--- config.mk ---
export PLATFORM = sky130hd
export DESIGN_NAME = localbus_arbiter
export DESIGN_NICKNAME = d
export VERILOG_FILES = /design/src/rtl/localbus_arbiter.sv
export SDC_FILE = /design/constraint.sdc
export NUM_CORES = 1
export LEC_CHECK = 0
export ABC_AREA = 1
export BUFFER_PORTS_ARGS = -buffer_cell sky130_fd_sc_hd__buf_2
export CAP_MARGIN = 20
export CORE_AREA = 10 10 190 192
export DETAILED_ROUTE_END_ITERATION = 16
export DIE_AREA = 0 0 200 202
export PLACE_DENSITY = 0.6
export SYNTH_ARGS = -nofsm -noshare
export SYNTH_HDL_FRONTEND = slang
export SYNTH_SLANG_ARGS = --single-unit
--- constraint.sdc ---
create_clock -name clk -period 1.5 [get_ports clk]
set_input_delay 0.45 -clock clk [delete_from_list [all_inputs] [get_ports clk]]
set_output_delay 0.45 -clock clk [all_outputs]
set_load 0.01 [all_outputs]
--- src/rtl/localbus_arbiter.sv ---
// Two-master localbus arbiter: per-master request slots, round-robin grant,
// and a single downstream localbus with slave-ack timeout.

module localbus_arbiter_slot (
  input  logic        clk,
  input  logic        reset,
  input  logic        ale,
  input  logic        rd_wr,
  input  logic        block,
  input  logic        clr,
  input  logic [31:0] din,
  output logic        pend,
  output logic        rw,
  output logic [31:0] addr
);
  always_ff @(posedge clk) begin
    if (reset) begin
      pend <= 1'b0;
      rw   <= 1'b0;
      addr <= '0;
    end else if (clr) begin
      pend <= 1'b0;
    end else if (ale && !block) begin
      pend <= 1'b1;
      rw   <= rd_wr;
      addr <= din;
    end
  end
endmodule

module localbus_arbiter #(
  parameter int          TIMEOUT = 1023,
  parameter logic [31:0] TO_DATA = 32'hDEAD_BEEF
) (
  input  logic        clk,
  input  logic        reset,
  input  logic        m0_ale,
  input  logic        m0_cs_n,
  input  logic        m0_rd_wr,
  input  logic [31:0] m0_data,
  output logic        m0_ack_n,
  output logic [31:0] m0_data_out,
  input  logic        m1_ale,
  input  logic        m1_cs_n,
  input  logic        m1_rd_wr,
  input  logic [31:0] m1_data,
  output logic        m1_ack_n,
  output logic [31:0] m1_data_out,
  output logic        ale,
  output logic        cs_n,
  output logic        rd_wr,
  output logic [31:0] data,
  input  logic        ack_n,
  input  logic [31:0] data_out,
  output logic [15:0] timeout_cnt,
  output logic [1:0]  grant
);
  localparam logic [2:0] S_IDLE  = 3'd0;
  localparam logic [2:0] S_ADDR  = 3'd1;
  localparam logic [2:0] S_DATA  = 3'd2;
  localparam logic [2:0] S_ACK   = 3'd3;
  localparam logic [2:0] S_REL   = 3'd4;
  localparam logic [2:0] S_DRAIN = 3'd5;
  localparam logic [15:0] CNT_LAST = 16'(TIMEOUT - 1);

  logic [2:0]        state;
  logic              last;
  logic [15:0]       cnt;
  logic [1:0]        m_ale, m_cs_n, m_rw, pend, slot_rw, clr, m_ack_q;
  logic [1:0][31:0]  m_data, slot_addr, m_dout;
  logic              sel, win, done, gcs_n;
  logic [31:0]       gdata;

  assign m_ale  = {m1_ale, m0_ale};
  assign m_cs_n = {m1_cs_n, m0_cs_n};
  assign m_rw   = {m1_rd_wr, m0_rd_wr};
  assign m_data = {m1_data, m0_data};

  assign m0_ack_n    = m_ack_q[0];
  assign m1_ack_n    = m_ack_q[1];
  assign m0_data_out = m_dout[0];
  assign m1_data_out = m_dout[1];

  assign sel   = grant[1];
  assign gcs_n = m_cs_n[sel];
  assign gdata = m_data[sel];
  // On a tie the master that did not own the previous transaction wins.
  assign win   = (&pend) ? ~last : pend[1];
  assign done  = (state == S_DRAIN) && (ack_n || cnt == CNT_LAST);

  for (genvar g = 0; g < 2; g++) begin : g_slot
    assign clr[g] = done & grant[g];
    localbus_arbiter_slot u_slot (
      .clk   (clk),
      .reset (reset),
      .ale   (m_ale[g]),
      .rd_wr (m_rw[g]),
      .block (pend[g] | grant[g]),
      .clr   (clr[g]),
      .din   (m_data[g]),
      .pend  (pend[g]),
      .rw    (slot_rw[g]),
      .addr  (slot_addr[g])
    );
  end

  always_ff @(posedge clk) begin
    if (reset) begin
      state       <= S_IDLE;
      last        <= 1'b1;
      grant       <= 2'b00;
      cnt         <= '0;
      ale         <= 1'b0;
      cs_n        <= 1'b1;
      rd_wr       <= 1'b0;
      data        <= '0;
      m_ack_q     <= 2'b11;
      m_dout      <= '0;
      timeout_cnt <= '0;
    end else begin
      case (state)
        S_IDLE: begin
          if (|pend) begin
            grant <= win ? 2'b10 : 2'b01;
            state <= S_ADDR;
          end
        end
        S_ADDR: begin
          ale   <= 1'b1;
          data  <= slot_addr[sel];
          rd_wr <= slot_rw[sel];
          cnt   <= '0;
          state <= S_DATA;
        end
        S_DATA: begin
          ale <= 1'b0;
          if (cs_n) begin
            if (!gcs_n) begin
              cs_n <= 1'b0;
              data <= gdata;
              cnt  <= '0;
            end
          end else begin
            data <= gdata;
            if (!ack_n) begin
              m_dout[sel]  <= data_out;
              m_ack_q[sel] <= 1'b0;
              state        <= S_ACK;
            end else if (cnt == CNT_LAST) begin
              m_dout[sel]  <= TO_DATA;
              m_ack_q[sel] <= 1'b0;
              if (timeout_cnt != 16'hFFFF) timeout_cnt <= timeout_cnt + 16'd1;
              state        <= S_ACK;
            end else begin
              cnt <= cnt + 16'd1;
            end
          end
        end
        S_ACK: begin
          data  <= gdata;
          state <= S_REL;
        end
        S_REL: begin
          if (gcs_n) begin
            cs_n         <= 1'b1;
            rd_wr        <= 1'b0;
            data         <= '0;
            m_ack_q[sel] <= 1'b1;
            cnt          <= '0;
            state        <= S_DRAIN;
          end else begin
            data <= gdata;
          end
        end
        S_DRAIN: begin
          // Wait for the slave to drop ack, bounded so a stuck slave cannot wedge the bus.
          if (done) begin
            last  <= sel;
            grant <= 2'b00;
            cnt   <= '0;
            state <= S_IDLE;
          end else begin
            cnt <= cnt + 16'd1;
          end
        end
        default: begin
          state <= S_IDLE;
          grant <= 2'b00;
          ale   <= 1'b0;
          cs_n  <= 1'b1;
          rd_wr <= 1'b0;
          data  <= '0;
        end
      endcase
    end
  end
endmodule

### Word-level counts from Yosys, hierarchy flattened

Cells that the tools add are included.
W data, S select, Z words.

| operators by class | value |
|---|---|
| add/subtract/negate cells | 2 |
| $mul | 0 |
| divide/modulo/power cells | 0 |
| magnitude comparators | 2 |
| equality and inequality tests | 16 |
| shift-type cells | 0 |
| mux-type cells | 50 |
| bitwise operators | 18 |
| reductions and logical operators | 31 |

Operator list:

| kind | count |
|---|---|
| $mux W32 | 8 |
| $pmux W32 S5 | 1 |
| $mux W64 | 2 |
| $mux W16 | 6 |
| $bwmux W64 | 1 |
| $pmux W16 S4 | 1 |
| $or A48 B48 Y48 | 1 |
| $add A16 B1 Y16 const B | 2 |
| $demux W32 S1 | 1 |
| $mux W3 | 6 |
| $pmux W3 S6 | 1 |
| $and A16 B16 Y16 | 1 |
| $eq A16 B10 Y1 const B | 1 |
| $ne A16 B16 Y1 const B | 1 |
| $not A16 Y16 | 1 |
| $reduce_or A4 Y1 | 4 |
| $reduce_and A5 Y1 | 3 |
| $mux W2 | 7 |
| $reduce_and A2 Y1 | 7 |
| $ne A3 B3 Y1 const B | 4 |
| $mux W1 | 10 |
| $ne A2 B2 Y1 const B | 4 |
| $not A1 Y1 | 8 |
| $reduce_or A2 Y1 | 4 |
| 24 further kinds | 34 |

| storage, ports and cells | value |
|---|---|
| bits in registers | 207 |
| bits in latches | 0 |
| bits in writable memories | 0 |
| ROM bits | 0 |
| bits of input ports | 105 |
| output and inout bits | 119 |
| word-level logic and storage cells | 137 |
| memories kept | 0 |

### Longest topological paths before layout

| depth | value |
|---|---|
| depth in word-level cells | 10 |
| gate-level depth with buffers | 12 |
| gate-level depth less buffers | 12 |

### Hierarchy

From an unflattened synthesis, not the netlist that was laid out.

| unflattened totals | value |
|---|---|
| cell total of the unflattened synthesis | 1,535 |
| area total of the unflattened synthesis | 10,113.4 µm² |

By module, submodules not included:

| module | instances | cells each | area each (µm²) | seq. area each (µm²) |
|---|---|---|---|---|
| localbus_arbiter | 1 | 1,105 | 7,318.3 | 2,782.7 |
| localbus_arbiter_slot | 2 | 215 | 1,397.6 | 680.7 |

### Worst setup path after synthesis

No wires, ideal clock.

| timing path | value |
|---|---|
| path kind | reg2reg |
| from | register timeout_cnt[0] |
| to | register timeout_cnt[2] |
| setup time | 70 ps |
| data arrival time | 1,630 ps |
| data required time | 1,430 ps |
| path slack | -200 ps |
| stages on the path, launching flop included | 11 |
| path buffers | 1 |
| period minus slack after synthesis | 1,700 ps |
| path through | dfxtp_1 ha_1 inv_1 nor2_1 nand2_1 nor2_1 nor2_1 nand3_2 buf_4 nand2_1 a21oi_1 |

| between the ends | value |
|---|---|
| longest elaborated chain between the ends | 2 |
| elaborated cells on any way between the ends | 3 |
| classes of those cells | 1 x add/sub; 1 x eq/ne; 1 x reduce/logical |

RTL lines:

| what | RTL line | source |
|---|---|---|
| from (decl) | 55 | `output logic [15:0] timeout_cnt,` |
| from (signal assigned) | 152 | `if (timeout_cnt != 16'hFFFF) timeout_cnt <= timeout_cnt + 16'd1;` |
| branches (longest 2 deep; another with $add A16 B1 Y16) | -- |  |

Parallel ways; which one is timed is not known.
A chain may end at the register's enable or synchronous reset.

### Final worst setup path

| timing path | value |
|---|---|
| from | register grant[1] |
| to | register cnt[12] |

| between the ends | value |
|---|---|
| longest elaborated chain between the ends | 4 |
| elaborated cells on any way between the ends | 5 |
| classes of those cells | 2 x eq/ne; 2 x mux; 1 x reduce/logical |

RTL lines:

| what | RTL line | source |
|---|---|---|
| from (decl) | 56 | `output logic [1:0] grant` |
| from (signal assigned) | 124 | `grant <= win ? 2'b10 : 2'b01;` |
| $mux W1 (not written as such) * (2 in series) | 85 | `assign gcs_n = m_cs_n[sel];` |
| $ne A3 B3 Y1 (no line) or $ne A2 B2 Y1 (tied branches) | -- |  |
| $reduce_and A5 Y1 (no line) * | -- |  |
| to (signal assigned) | 155 | `cnt <= cnt + 16'd1;` |
| to (signal assigned) | 183 | `cnt <= cnt + 16'd1;` |
| to (decl) | 68 | `logic [15:0] cnt;` |

Every way passes the cells marked *; elsewhere a longest branch is shown, timed or not. The select of a mux whose other input is x is not followed.

==> results.cfg <==
[status]
status = finished, violations left
violations = setup timing

[worst_hold_path]
hp-class = primary input to flip-flop

[setup_path]
start_kind = flip-flop
worst_path_max_delay_cell = dfxtp_4
crit_chain = buf_6 -> inv_4 -> nand2_4 -> nand2_4 -> inv_2 -> nand2_2 -> nand2_2 -> nor2_4 -> nand3_4 -> nand2_4 -> buf_6 -> nor2_1
cpMostUsedCell = nand2_4
cp_slowest_stage_delay_ns = 0.36
cp_data_arrival_time_ns = 2.06
crit_type = flip-flop to flip-flop
crit_required_ns = 1.92
crit_path_max_fanout = 5
worst_setup_path_end_kind = flip-flop

[synthesis]
synth_edf_count = 0
yosysMostFrequentCell = nand2_1
ys_seq_area_share_pct = 43.15
syn_inst = 1364
synth_commonest_cells = nand2_1 (312), dfxtp_1 (207), nor2_1 (167), a21oi_1 (156), o21ai_0 (156)
ys_seq_elements = 207
syn-num-nets = 1472
yosysTopAreaCell = dfxtp_1
synth_area_leaders = dfxtp_1 (43%), nand2_1 (12%), a21oi_1 (8.1%)
yosys_warnings = 0
synth_async_sr_flop_share_pct = 0
synth.top_cell.area_share_pct = 43.15
yosysUniqueCellTypes = 36
syn_area_per_cell_um2 = 7.040
ys.flop_type = dfxtp_1
syn_area_um2 = 9603

[sta]
fin_crit_sh_pct = 109.8
slew_violations = 0
slew_headroom_pct = 65.21
worstMarginPinSlew_ns = 0.5218
fmax_mhz = 607.2
final-setup-viol-count = 140
hold_viol_final = 0
period_needed_ns = 1.647
fin_ws_ns = -0.1469
final.setup.tns_ns = -10.77
hold-worst-slack_ns = 0.1687
finalClockSkew_ns = 0.02995
rsz0062_at_grt = true

[grt]
grt_pass1_vias = 10094
antenna_found_initial = 6
grt_max_degree = 98
globalRouteTotalUtil_pct = 16.08
grt.overflow.total = 0
grt_pass1_wl_um = 53440

[routing]
drt_wl_total_um = 35650
top_layer_used = met5
dr.pass1.iters = 4
dr_wl_met2_um = 16470
vias = 10435
drc_errors = 0
initialDrtViolationCount = 581
wl_met1_um = 15270
viasPerCell = 4.815
wl_met3_um = 3066
drtAntennaViolNets = 0
routedWlPerCell_um = 16.45

[floorplanning]
fp-row-count = 66
dieArea_um2 = 40400
coreArea_um2 = 32290
die_h_um = 202
start_util_pct = 29.74
dieWidth_um = 200
ios = 224

[clock_tree]
cts_buffers = 25
clk_latency_ns = 0.54
cts_tree = yes
cts_buffer_depth = 3
path_clk_slew_ns = 0.06
root_buffer = clkbuf_16
h-tree-depth = 1
cts_sinks = 207

[placement]
dp_slack_ns = -0.2270
hpwl_um = 22860
gp_congestion = 0.8703
dpl_cell_area_um2 = 12050
port_buffers = 223

[power_and_ir_drop]
p_per_area_nw_per_um2 = 1416
peakVddDrop_uv = 867.7
leakage_uw = 0.006069

[finish]
area_growth_pct = 52.08
fin_area_um2 = 14600
nNetsFinal = 1813
nFillCells = 3173
utilization_pct = 45.23
drive_above_1_share_pct = 39.40

[flow_run]
maxCapViolations = 0
-- through the flow --
step / instances / total power (uW)
floorplan: 1364 / 10040
global placement: 2073 / 12660
detailed placement: 2073 / 12720
CTS: 2153 / 20280
global route: 2163 / 21770
finish: 2167 / 20680
-- flip-flops by register name, indices dropped and copies added, names as in the netlist, 2 cells and up, named ones only --
name / cells
cnt: 16
g_slot.u_slot.rw: 2
timeout_cnt: 16
m0_data_out: 32
m1_data_out: 32
g_slot.u_slot.pend: 2
g_slot.u_slot.addr: 64
grant: 2
data: 32
state: 3
-- critical path: cells and delay by family, from the launching register on --
| kind | cells | cell delay, ns |
|---|---|---|
| buf+inv | 4 | 0.33 |
| flops | 1 | 0.36 |
| simple gates | 8 | 0.85 |
-- cells in the final DEF, fill, tap and decap left out, drive strengths merged, types with 2 or more instances in the layout --
cell    Yosys  layout
o211ai      6       6
or2        19      19
nand4      10      10
nand2     322     322
nor3        6       6
nand3b      4       4
bufinv      0       2
nor3b       2       2
diode       0       4
clkinv      0       3
bufbuf      0       3
buf        36     386
o21ai     160     160
nor2      174     174
a21oi     156     156
nand3      72      72
ha          3       3
mux2i      32      32
clkbuf     44      41
xnor2       5       5
dfxtp     207     207
o21bai      2       2
xor2        8       8
inv        93      95
-- layout make-up --
cell class	count	area, um^2	share of cell area (%)
Timing Repair Buffer	394	3138	21.49
Tap cell	442	553.0	3.787
Inverter	93	386.6	2.647
Clock buffer	36	759.5	5.200
Antenna cell	4	10.01	0.06854
Sequential cell	207	4237	29.01
Clock inverter	7	92.59	0.6340
Multi-Input combinational cell	984	5428	37.17
-- cell families after synthesis --
| family | synth area share [%] |
|---|---|
| xor+xnor | 1.186 |
| mux | 3.336 |
| buf+inv | 7.570 |
| simple gates | 27.02 |
| fa+ha+maj | 0.3909 |
| compound gates | 17.34 |
| flops | 43.15 |
-- what timing repair did --
| item | 4_1_cts | 5_1_grt |
|---|---|---|
| hold buffers | 0 | 0 |
| pin swaps | 32 | 52 |
| cloned | 6 | 6 |
| endpoints found under the setup margin | 159 | 210 |
| resized for setup | 207 | 158 |
| setup buffers | 33 | 9 |
-- path summary, 6_finish.rpt --
check / from / to / slack, ns / cells past startpoint
worst max-delay path: grant[1] / cnt[12] / -0.15 / 12
worst min register to register: g_slot[0].u_slot.addr[27] / g_slot[0].u_slot.addr[27] / 0.44 / 2
worst max register to register: grant[1] / cnt[12] / -0.15 / 12
worst min-delay path: m1_data[12] / g_slot[1].u_slot.addr[12] / 0.17 / 3
-- routing by layer --
metal / GRT usage [%] / vias up
li1: - / 5155
met1: 20.21 / 4865
met2: 26.53 / 354
met3: 4.552 / 53
met4: 3.679 / 8
met5: 0 / -
-- power breakdown --
| part | switching (uW) | internal (uW) | leakage [uW] | total, uW |
|---|---|---|---|---|
| sequential | 324 | 6170 | 0.00172 | 6490 |
| clock | 2440 | 3840 | 0.000422 | 6280 |
| combinational | 4540 | 3370 | 0.00393 | 7910 |
| total | 7300 | 13400 | 0.00607 | 20700 |
Note: power is estimated with default switching activity, not from simulation.
